[src/rtl/imem_arbiter_pkg.sv]
// Shared types for the instruction-memory arbiter: ROM address/word types,
// arbiter FSM state and port identifiers, and the cache-line length.
package imem_arbiter_pkg;

   typedef logic [11:0] InstAddr;
   typedef logic [31:0] Inst;

   // Also used by the instruction cache, so both agree on the refill burst length.
   localparam int CFG_LINE_WORDS = 4;

   typedef enum logic [1:0] {
      IDLE  = 2'd0,
      XFER  = 2'd1,
      DRAIN = 2'd2
   } ArbState;

   typedef enum logic {
      P0 = 1'b0,
      P1 = 1'b1
   } ArbPort;

endpackage

[src/rtl/imem_arbiter_rr.sv]
// Two-way round-robin picker for imem_arbiter; the last-served register
// resets to P1 so that P0 wins the first contested grant.
module imem_arb_rr
   import imem_arbiter_pkg::*;
(
   input  logic i_clock,
   input  logic i_reset,
   input  logic i_req0,
   input  logic i_req1,
   input  logic i_take,
   output logic o_gnt0,
   output logic o_gnt1
);

   ArbPort last_q;
   ArbPort last_d;
   logic   pick0;

   always_comb begin
      if (i_req0 && i_req1) begin
         pick0 = (last_q == P1);
      end else begin
         pick0 = i_req0;
      end
      o_gnt0 = i_take && i_req0 && pick0;
      o_gnt1 = i_take && i_req1 && !pick0;
      last_d = last_q;
      if (o_gnt0) begin
         last_d = P0;
      end else if (o_gnt1) begin
         last_d = P1;
      end
   end

   always_ff @(posedge i_clock) begin
      if (i_reset) begin
         last_q <= P1;
      end else begin
         last_q <= last_d;
      end
   end

endmodule

[src/rtl/imem_arbiter.sv]
// Arbitrates a line-refill port (P0) and a single-word read port (P1) onto a
// combinational-read ROM. Define IMEM_ARBITER_CWF_EN for critical-word-first P0 bursts.
module imem_arbiter
   import imem_arbiter_pkg::*;
#(
   parameter int ADDR_WIDTH = $bits(InstAddr),
   parameter int DATA_WIDTH = $bits(Inst),
   parameter int LINE_WORDS = CFG_LINE_WORDS,
   localparam int IDX_W     = $clog2(LINE_WORDS)
) (
   input  logic                  i_clock,
   input  logic                  i_reset,
   input  logic                  i_p0_req,
   input  logic [ADDR_WIDTH-1:0] i_p0_addr,
   output logic                  o_p0_gnt,
   output logic                  o_p0_valid,
   output logic                  o_p0_last,
   output logic [DATA_WIDTH-1:0] o_p0_data,
   output logic [IDX_W-1:0]      o_p0_widx,
   input  logic                  i_p1_req,
   input  logic [ADDR_WIDTH-1:0] i_p1_addr,
   output logic                  o_p1_gnt,
   output logic                  o_p1_valid,
   output logic [DATA_WIDTH-1:0] o_p1_data,
   output logic [ADDR_WIDTH-1:0] o_mem_addr,
   input  logic [DATA_WIDTH-1:0] i_mem_data,
   output logic                  o_busy,
   output ArbState               o_dbg_state
);

   // Handshake: a requester holds req (and addr) until it sees its gnt pulse;
   // req/addr are sampled only in the gnt cycle. valid is a one-cycle
   // qualifier on data with no back-pressure.

   ArbState                 state_q, state_d;
   ArbPort                  port_q, port_d;
   logic [ADDR_WIDTH-1:0]   start_q, start_d;
   logic [IDX_W-1:0]        cnt_q, cnt_d;
   logic                    p0_valid_q, p0_valid_d;
   logic                    p0_last_q, p0_last_d;
   logic [IDX_W-1:0]        p0_widx_q, p0_widx_d;
   logic [DATA_WIDTH-1:0]   p0_data_q, p0_data_d;
   logic                    p1_valid_q, p1_valid_d;
   logic [DATA_WIDTH-1:0]   p1_data_q, p1_data_d;

   logic                    gnt0, gnt1;
   logic [ADDR_WIDTH-1:0]   p0_start;
   logic [IDX_W-1:0]        word_idx;
   logic [ADDR_WIDTH-1:0]   burst_addr;
   logic                    last_beat;
   logic [ADDR_WIDTH-1:0]   mem_addr;

   imem_arb_rr u_rr (
      .i_clock (i_clock),
      .i_reset (i_reset),
      .i_req0  (i_p0_req),
      .i_req1  (i_p1_req),
      .i_take  ((state_q == IDLE) && !i_reset),
      .o_gnt0  (gnt0),
      .o_gnt1  (gnt1)
   );

`ifdef IMEM_ARBITER_CWF_EN
   assign p0_start = i_p0_addr;
`else
   assign p0_start = i_p0_addr & ~ADDR_WIDTH'(LINE_WORDS - 1);
`endif

   // P0 word index wraps inside the line; the line base never changes mid-burst.
   assign word_idx   = start_q[IDX_W-1:0] + cnt_q;
   assign burst_addr = (port_q == P0) ? {start_q[ADDR_WIDTH-1:IDX_W], word_idx} : start_q;
   assign last_beat  = (port_q == P1) || (cnt_q == IDX_W'(LINE_WORDS - 1));

   always_comb begin
      state_d    = state_q;
      port_d     = port_q;
      start_d    = start_q;
      cnt_d      = cnt_q;
      p0_valid_d = 1'b0;
      p0_last_d  = 1'b0;
      p0_widx_d  = p0_widx_q;
      p0_data_d  = p0_data_q;
      p1_valid_d = 1'b0;
      p1_data_d  = p1_data_q;
      mem_addr   = '0;
      case (state_q)
         IDLE: begin
            if (gnt0 || gnt1) begin
               state_d = XFER;
               port_d  = gnt0 ? P0 : P1;
               start_d = gnt0 ? p0_start : i_p1_addr;
               cnt_d   = '0;
            end
         end
         XFER: begin
            mem_addr = burst_addr;
            if (port_q == P0) begin
               p0_valid_d = 1'b1;
               p0_data_d  = i_mem_data;
               p0_widx_d  = word_idx;
               p0_last_d  = last_beat;
            end else begin
               p1_valid_d = 1'b1;
               p1_data_d  = i_mem_data;
            end
            if (last_beat) begin
               state_d = DRAIN;
            end else begin
               cnt_d = cnt_q + 1'b1;
            end
         end
         DRAIN: state_d = IDLE;
         default: state_d = IDLE;
      endcase
   end

   always_ff @(posedge i_clock) begin
      if (i_reset) begin
         state_q    <= IDLE;
         port_q     <= P0;
         start_q    <= '0;
         cnt_q      <= '0;
         p0_valid_q <= 1'b0;
         p0_last_q  <= 1'b0;
         p0_widx_q  <= '0;
         p0_data_q  <= '0;
         p1_valid_q <= 1'b0;
         p1_data_q  <= '0;
      end else begin
         state_q    <= state_d;
         port_q     <= port_d;
         start_q    <= start_d;
         cnt_q      <= cnt_d;
         p0_valid_q <= p0_valid_d;
         p0_last_q  <= p0_last_d;
         p0_widx_q  <= p0_widx_d;
         p0_data_q  <= p0_data_d;
         p1_valid_q <= p1_valid_d;
         p1_data_q  <= p1_data_d;
      end
   end

   assign o_p0_gnt    = gnt0;
   assign o_p1_gnt    = gnt1;
   assign o_p0_valid  = p0_valid_q;
   assign o_p0_last   = p0_last_q;
   assign o_p0_widx   = p0_widx_q;
   assign o_p0_data   = p0_data_q;
   assign o_p1_valid  = p1_valid_q;
   assign o_p1_data   = p1_data_q;
   assign o_mem_addr  = mem_addr;
   assign o_busy      = (state_q != IDLE);
   assign o_dbg_state = state_q;

endmodule

[config.mk]
export PLATFORM = sky130hd
export DESIGN_NAME = imem_arbiter
export DESIGN_NICKNAME = d
export VERILOG_FILES = /design/src/rtl/imem_arbiter_pkg.sv /design/src/rtl/imem_arbiter_rr.sv /design/src/rtl/imem_arbiter.sv
export SDC_FILE = /design/constraint.sdc
export NUM_CORES = 1
export LEC_CHECK = 0
export CELL_PAD_IN_SITES_DETAIL_PLACEMENT = 1
export CELL_PAD_IN_SITES_GLOBAL_PLACEMENT = 1
export CORE_ASPECT_RATIO = 1.75
export CORE_MARGIN = 5
export CORE_UTILIZATION = 33
export CTS_BUF_LIST = sky130_fd_sc_hd__clkbuf_4 sky130_fd_sc_hd__clkbuf_8
export DETAILED_ROUTE_END_ITERATION = 8
export GPL_ROUTABILITY_DRIVEN = 0
export PLACE_DENSITY = 0.87
export SLEW_MARGIN = 30
export SYNTH_ARGS = -nofsm -noshare
export SYNTH_HDL_FRONTEND = slang
export SYNTH_SLANG_ARGS = --single-unit
[constraint.sdc]
create_clock -name i_clock -period 2.5 [get_ports i_clock]
set_input_delay 0.5 -clock i_clock [delete_from_list [all_inputs] [get_ports i_clock]]
set_output_delay 0.5 -clock i_clock [all_outputs]
set_load 0.05 [all_outputs]
Word level (Yosys, flattened, before mapping)
Index checks and enable logic that the tools add are counted.
{"block": "word_totals", "inputBits": 60, "out_inout_bits": 86, "wordCells": 56, "ff_bits": 87}
{"block": "op_classes", "muxes": 15, "n_eq_ne": 5, "bitwise": 2, "n_reduce_logical": 21, "addsub": 2}
{"op": "$mux 12", "n": 2}
{"op": "$mux 2", "n": 5}
{"op": "$pmux 2 s2", "n": 2}
{"op": "$reduce_and 2->1", "n": 4}
{"op": "$logic_and 1x1->1", "n": 6}
{"op": "$mux 1", "n": 6}
{"op": "$reduce_bool 2->1", "n": 3}
{"op": "$ne 2x2->1 const B", "n": 2}
{"op": "$reduce_and 3->1", "n": 1}
{"op": "$reduce_or 3->1", "n": 1}
{"op": "$add 2x1->2 const B", "n": 1}
{"op": "$add 2x2->2", "n": 1}
{"op": "$eq 2x1->1 const B", "n": 1}
{"op": "$eq 2x2->1 const B", "n": 1}
{"op": "$logic_not 1->1", "n": 2}
{"op": "$logic_not 2->1", "n": 1}
{"op": "$logic_or 1x1->1", "n": 2}
{"op": "$ne 2x1->1 const B", "n": 1}
{"op": "$not 1->1", "n": 2}
{"op": "$reduce_or 2->1", "n": 1}

Logic depth before layout (Yosys ltp)
{"block": "logic_depth", "word_depth": 7, "mapped_depth": 6, "mapped_depth_nobuf": 4}

Modules after synthesis
Synthesis repeated with hierarchy kept, for this count alone.
{"block": "unflattened", "cells_unflattened": 404, "area_unflattened_um2": 3344.5}
{"mod": "imem_arbiter", "cells_each": 396, "seq_area_each_um2": 1721.7, "area_per_inst_um2": 3285.7, "instances": 1}
{"mod": "imem_arb_rr", "cells_each": 8, "seq_area_each_um2": 20.0, "area_per_inst_um2": 58.8, "instances": 1}

Least setup slack after synthesis
OpenSTA, ideal clock, no wires.
{"block": "synth_path", "path_type": "reg2out", "from": "register state_q[0], in the netlist o_dbg_state[0]", "to": "output o_mem_addr[1]", "slack_ns": 0.238, "path_stages_with_launch": 4, "t_arrival_ns": 1.762, "path_buffers": 1, "required_time_ns": 2.000, "cell_sequence": "dfxtp_1 -> buf_4 -> nand2b_1 -> a21oi_1"}
{"block": "synth_via", "elab_chain_cells": 2}
{"element": "start: declaration", "line": "imem_arbiter.sv:35", "rtl": "ArbState state_q, state_d;"}
{"element": "start signal: assignment", "line": "imem_arbiter.sv:130", "rtl": "state_q <= state_d;"}
{"element": "$eq 2x1->1", "line": "imem_arbiter.sv:86", "rtl": "case (state_q)"}
{"element": "$mux 12", "line": "imem_arbiter.sv:86"}
{"element": "end: declaration", "line": "imem_arbiter.sv:25", "rtl": "output logic [ADDR_WIDTH-1:0] o_mem_addr,"}
No other way between the ends.

Final worst setup path
{"block": "layout_path", "from": "register start_q[0]", "to": "output o_mem_addr[1]"}
{"block": "layout_via", "elab_chain_cells": 3}
{"element": "start: declaration", "line": "imem_arbiter.sv:37", "rtl": "logic [ADDR_WIDTH-1:0] start_q, start_d;"}
{"element": "start signal: assignment", "line": "imem_arbiter.sv:132", "rtl": "start_q <= start_d;"}
{"element": "$add 2x2->2", "line": "imem_arbiter.sv:70", "rtl": "assign word_idx = start_q[IDX_W-1:0] + cnt_q;"}
{"element": "$mux 2", "line": "imem_arbiter.sv:71", "rtl": "assign burst_addr = (port_q == P0) ? {start_q[ADDR_WIDTH-1:IDX_W], word_idx} : start_q;"}
{"element": "$mux 12", "line": "imem_arbiter.sv:86"}
No other way between the ends.

==> results.txt <==
- The first routing iteration left 108 violations.
- Overall power consumption after layout is estimated at approximately 3.4 mW.
- Setup repair after global routing left no endpoint under its margin.
- After synthesis the netlist holds a flip-flop and latch count of 87.
* Clock root cell: clkbuf_8
- Time the worst path needs with I/O delays and setup: around 2300 ps
- Clock Skews: 12.1 ps
- The H-tree was split into 3 levels.
- The first global-routing pass estimated 19.5 mm of wire.
- The core region is ~0.010 mm^2.
* Pre-CTS setup slack: 367 ps
* Number of port buffers: ~140
- Sum of negative setup slack: 0 ps
- TritonCTS clock tree: done
- In this run the worst setup path begins at start_q[0]$_SDFFE_PP0P_.
* Fraction of final layout cells sized beyond drive strength 1: 11.5%
* Leftover overflow at the end of global routing: 0
- Kind of end point of the critical path: output port
* Global routing usage on met1: between 10% and 20%
* Global-route track usage on met3: under 10%
- At the end of the flow, the number of nets in the layout was 634.
- STA classifies the critical path startpoint as a flip-flop.
* Initial antenna violation count: 0
- After detailed routing, the number of vias per cell comes to 5.06.
- The number of hold violations in the final report came to 0.
- Worst Path Buf+Inv: 1
- Deepest clock path buffer count: 2
* Post-Syn Nets: about 500
- Once the floorplan was initialized, standard cells occupied 33.8% of the core.
- Site row count: 49
- Grt met2 use: 36.5%
- In this run the most critical hold path is launched from o_p0_widx[0]$_SDFFE_PP0P_.
- Reported leakage power: 1.98 nW
- Data on the critical path arrives at its endpoint at 1850 ps.
- Seq/Total Area, Yosys: 49.7%
* Fill cell count: ~1200
- Crit path max fanout: 3
* Global routing's busiest layer: met2
- Reg2Reg Launch Point: port_q$_SDFFE_PP0P_
- STA puts the critical path data required time at 2000 ps.
- Ratio of final minimum period to clock period: 93.8%
- Slowest library cell on the worst path: dfxtp_1
- Cell family contributing the most delay on the critical path: flip-flops
- Detailed Route WL: 12.1 mm
- Final slew viol count: 0
* Avg Cell Area, Syn: between 8 and 9 um^2
- Transition time of the tightest slew-check pin: 596 ps
* Dpl hpwl: 9.57 mm
- Once routing completed, OpenROAD measured the worst setup slack at 154 ps.
* Die outline width: 87.9 um
- Post-Syn Area: 0.00350 mm^2
- The number of setup buffers added after CTS is 0.
- Setup violations remaining at the end of the flow were counted as 0.
- Area added between synthesis and finish: 53.9%
- Clock slew at the register clock pins of the worst setup and hold paths: 80 ps
- The via count of the first global-routing pass is 3922.
- For this run, the number of Yosys warnings is 0.
* DP Cell Count: 688
* Antenna Cells: 0
- Buffers inserted during clock tree synthesis total 9.
- Largest net degree at the start of global routing: 29
- Max-Cap Viols: 0
* Normalized max-slew margin: 60.2%
* Cell variety after synth: 40
- The critical path goes through ha_1 > xnor2_1 > or3_1 > a21oi_1 > buf_12.
- Clock tree synthesis found a total of a little under 90 sinks.
* Clock latency on the worst-skew pair: between 300 and 400 ps
- DR DRC count: 0
* Average routed wire per standard cell: 17.3 um
- Number of vias after detailed routing: 3557
- Number of antenna-violating nets in the routed design: 0
* Die Footprint: 0.0129 mm^2
- VDD sags by at most 334 uV.
* Total GRT Usage: 19.3%
* Share of the core filled with cells: 52.0%
- Final standard cell count with taps included and fillers excluded: ~700
- Slowest Stage Delay on Critical Path: 340 ps
- The min-delay analysis places its worst path in the category flip-flop to flip-flop.
- Die outline height: around 150 um
* Top-level port count: 146
- The critical path is of the flip-flop to output port type.
- The run finished with clean final reports.
* FMAX: 426 MHz
* Post-Syn Instances: 435
* Power per cell area: 634 mW/mm^2
- First-pass iteration count of the detailed router: 4
-- through the flow --
step                      hold slack, ps  cell area [um^2]
after floorplan                      464              3500
after global placement               442              5190
after detailed placement             450              5190
after CTS                            463              5390
after global routing                 482              5390
final                                458              5390
-- cells by family (layout without fill, tap and decap cells) --
kind of cell,Yosys count,after routing,synth area share [%]
and+or+nand+nor,183,183,22.6
AOI/OAI and AO/OA,108,108,18.8
muxes,3,3,0.857
DFF,87,87,49.7
buffers and inverters,50,191,6.79
adders and majority gates,2,2,0.714
xor gates and xnor gates,2,2,0.500
-- layout make-up --
| class | instances | area, um^2 | area share, % |
|---|---|---|---|
| Multi-Input combinational cell | 298 | 1530 | 28.4 |
| Sequential cell | 87 | 1740 | 32.3 |
| Inverter | 14 | 52.6 | 0.975 |
| Timing Repair Buffer | 162 | 1710 | 31.7 |
| Tap cell | 127 | 159 | 2.95 |
| Clock buffer | 10 | 138 | 2.55 |
| Clock inverter | 5 | 58.8 | 1.09 |
-- flip-flops by register name, summed over array words and instances, names as in the netlist --
signal / flops
start_q: 12
o_dbg_state: 2
o_p1_data: 32
cnt_q: 2
o_p0_data: 32
o_p1_valid: 1
u_rr.last_q: 1
o_p0_valid: 1
o_p0_widx: 2
port_q: 1
o_p0_last: 1
-- worst paths after layout --
kind	end	slack, ps	depth (start not counted)
hold reg to reg	o_p0_widx[0]$_SDFFE_PP0P_	460	2
setup / recovery	o_mem_addr[1]	150	5
hold / removal	o_p0_widx[0]$_SDFFE_PP0P_	460	2
setup reg to reg	o_dbg_state[0]$_SDFFE_PP0P_	720	4
-- report_power, final --
group          switching, mW  total, mW  leakage [nW]  internal, mW
Combinational          0.555      0.911          1.17         0.356
Clock                  0.492      0.975        0.0944         0.483
Sequential            0.0603       1.53         0.709          1.47
-- synth_stat cells, drive strengths merged --
cell      n  area (um^2)
and3b     1         8.76
nand2b    2         12.5
and2     10         62.6
nand3     3         15.0
nand4     2         12.5
nor3      3         26.3
o21ai     3         15.0
xor2      1         8.76
buf      19          121
nand3b    1         7.51
o21a      1         7.51
ha        2         25.0
nand2   144          541
o21bai    1         7.51
a21oi    70          350
dfxtp    87         1740
or3       3         23.8
a211oi    1         7.51
mux2i     3         30.0
o221a    10          113
and3      1         6.26
a31oi    10         62.6
xnor2     1         8.76
inv      14         52.6
or2       2         12.5
nor2b     2         12.5
o211ai   10         75.1
o31ai     1         12.5
nor2      7         28.8
clkbuf   17         63.8
nor3b     1         12.5
a31o      1         8.76
or3b      1         8.76
-- metal layers --
layer	part of all wire [%]	wire length (um)
met4	2.3	285
met5	0	0
met2	57	6950
met3	6.4	771
met1	34	4130
-- tightest hold or removal path, cell delays in order, from the launching register on --
cell	delay [ps]
dfxtp_1	310
nand2_1	50
a21oi_1	50
-- placed cells by master (no fill, tap or decap), drive strengths merged, types with 7 or more instances in the layout --
| cell | instances |
|---|---|
| a21oi | 70 |
| a31oi | 10 |
| and2 | 10 |
| buf | 34 |
| clkbuf | 10 |
| clkdlybuf4s50 | 128 |
| dfxtp | 87 |
| inv | 14 |
| nand2 | 144 |
| nor2 | 7 |
| o211ai | 10 |
| o221a | 10 |
-- timing repair --
action,CTS,global route
hold buffers,0,0
gates resized for setup,0,1
setup endpoints to repair,0,1
No activity file was read; power rests on OpenSTA's default activity.
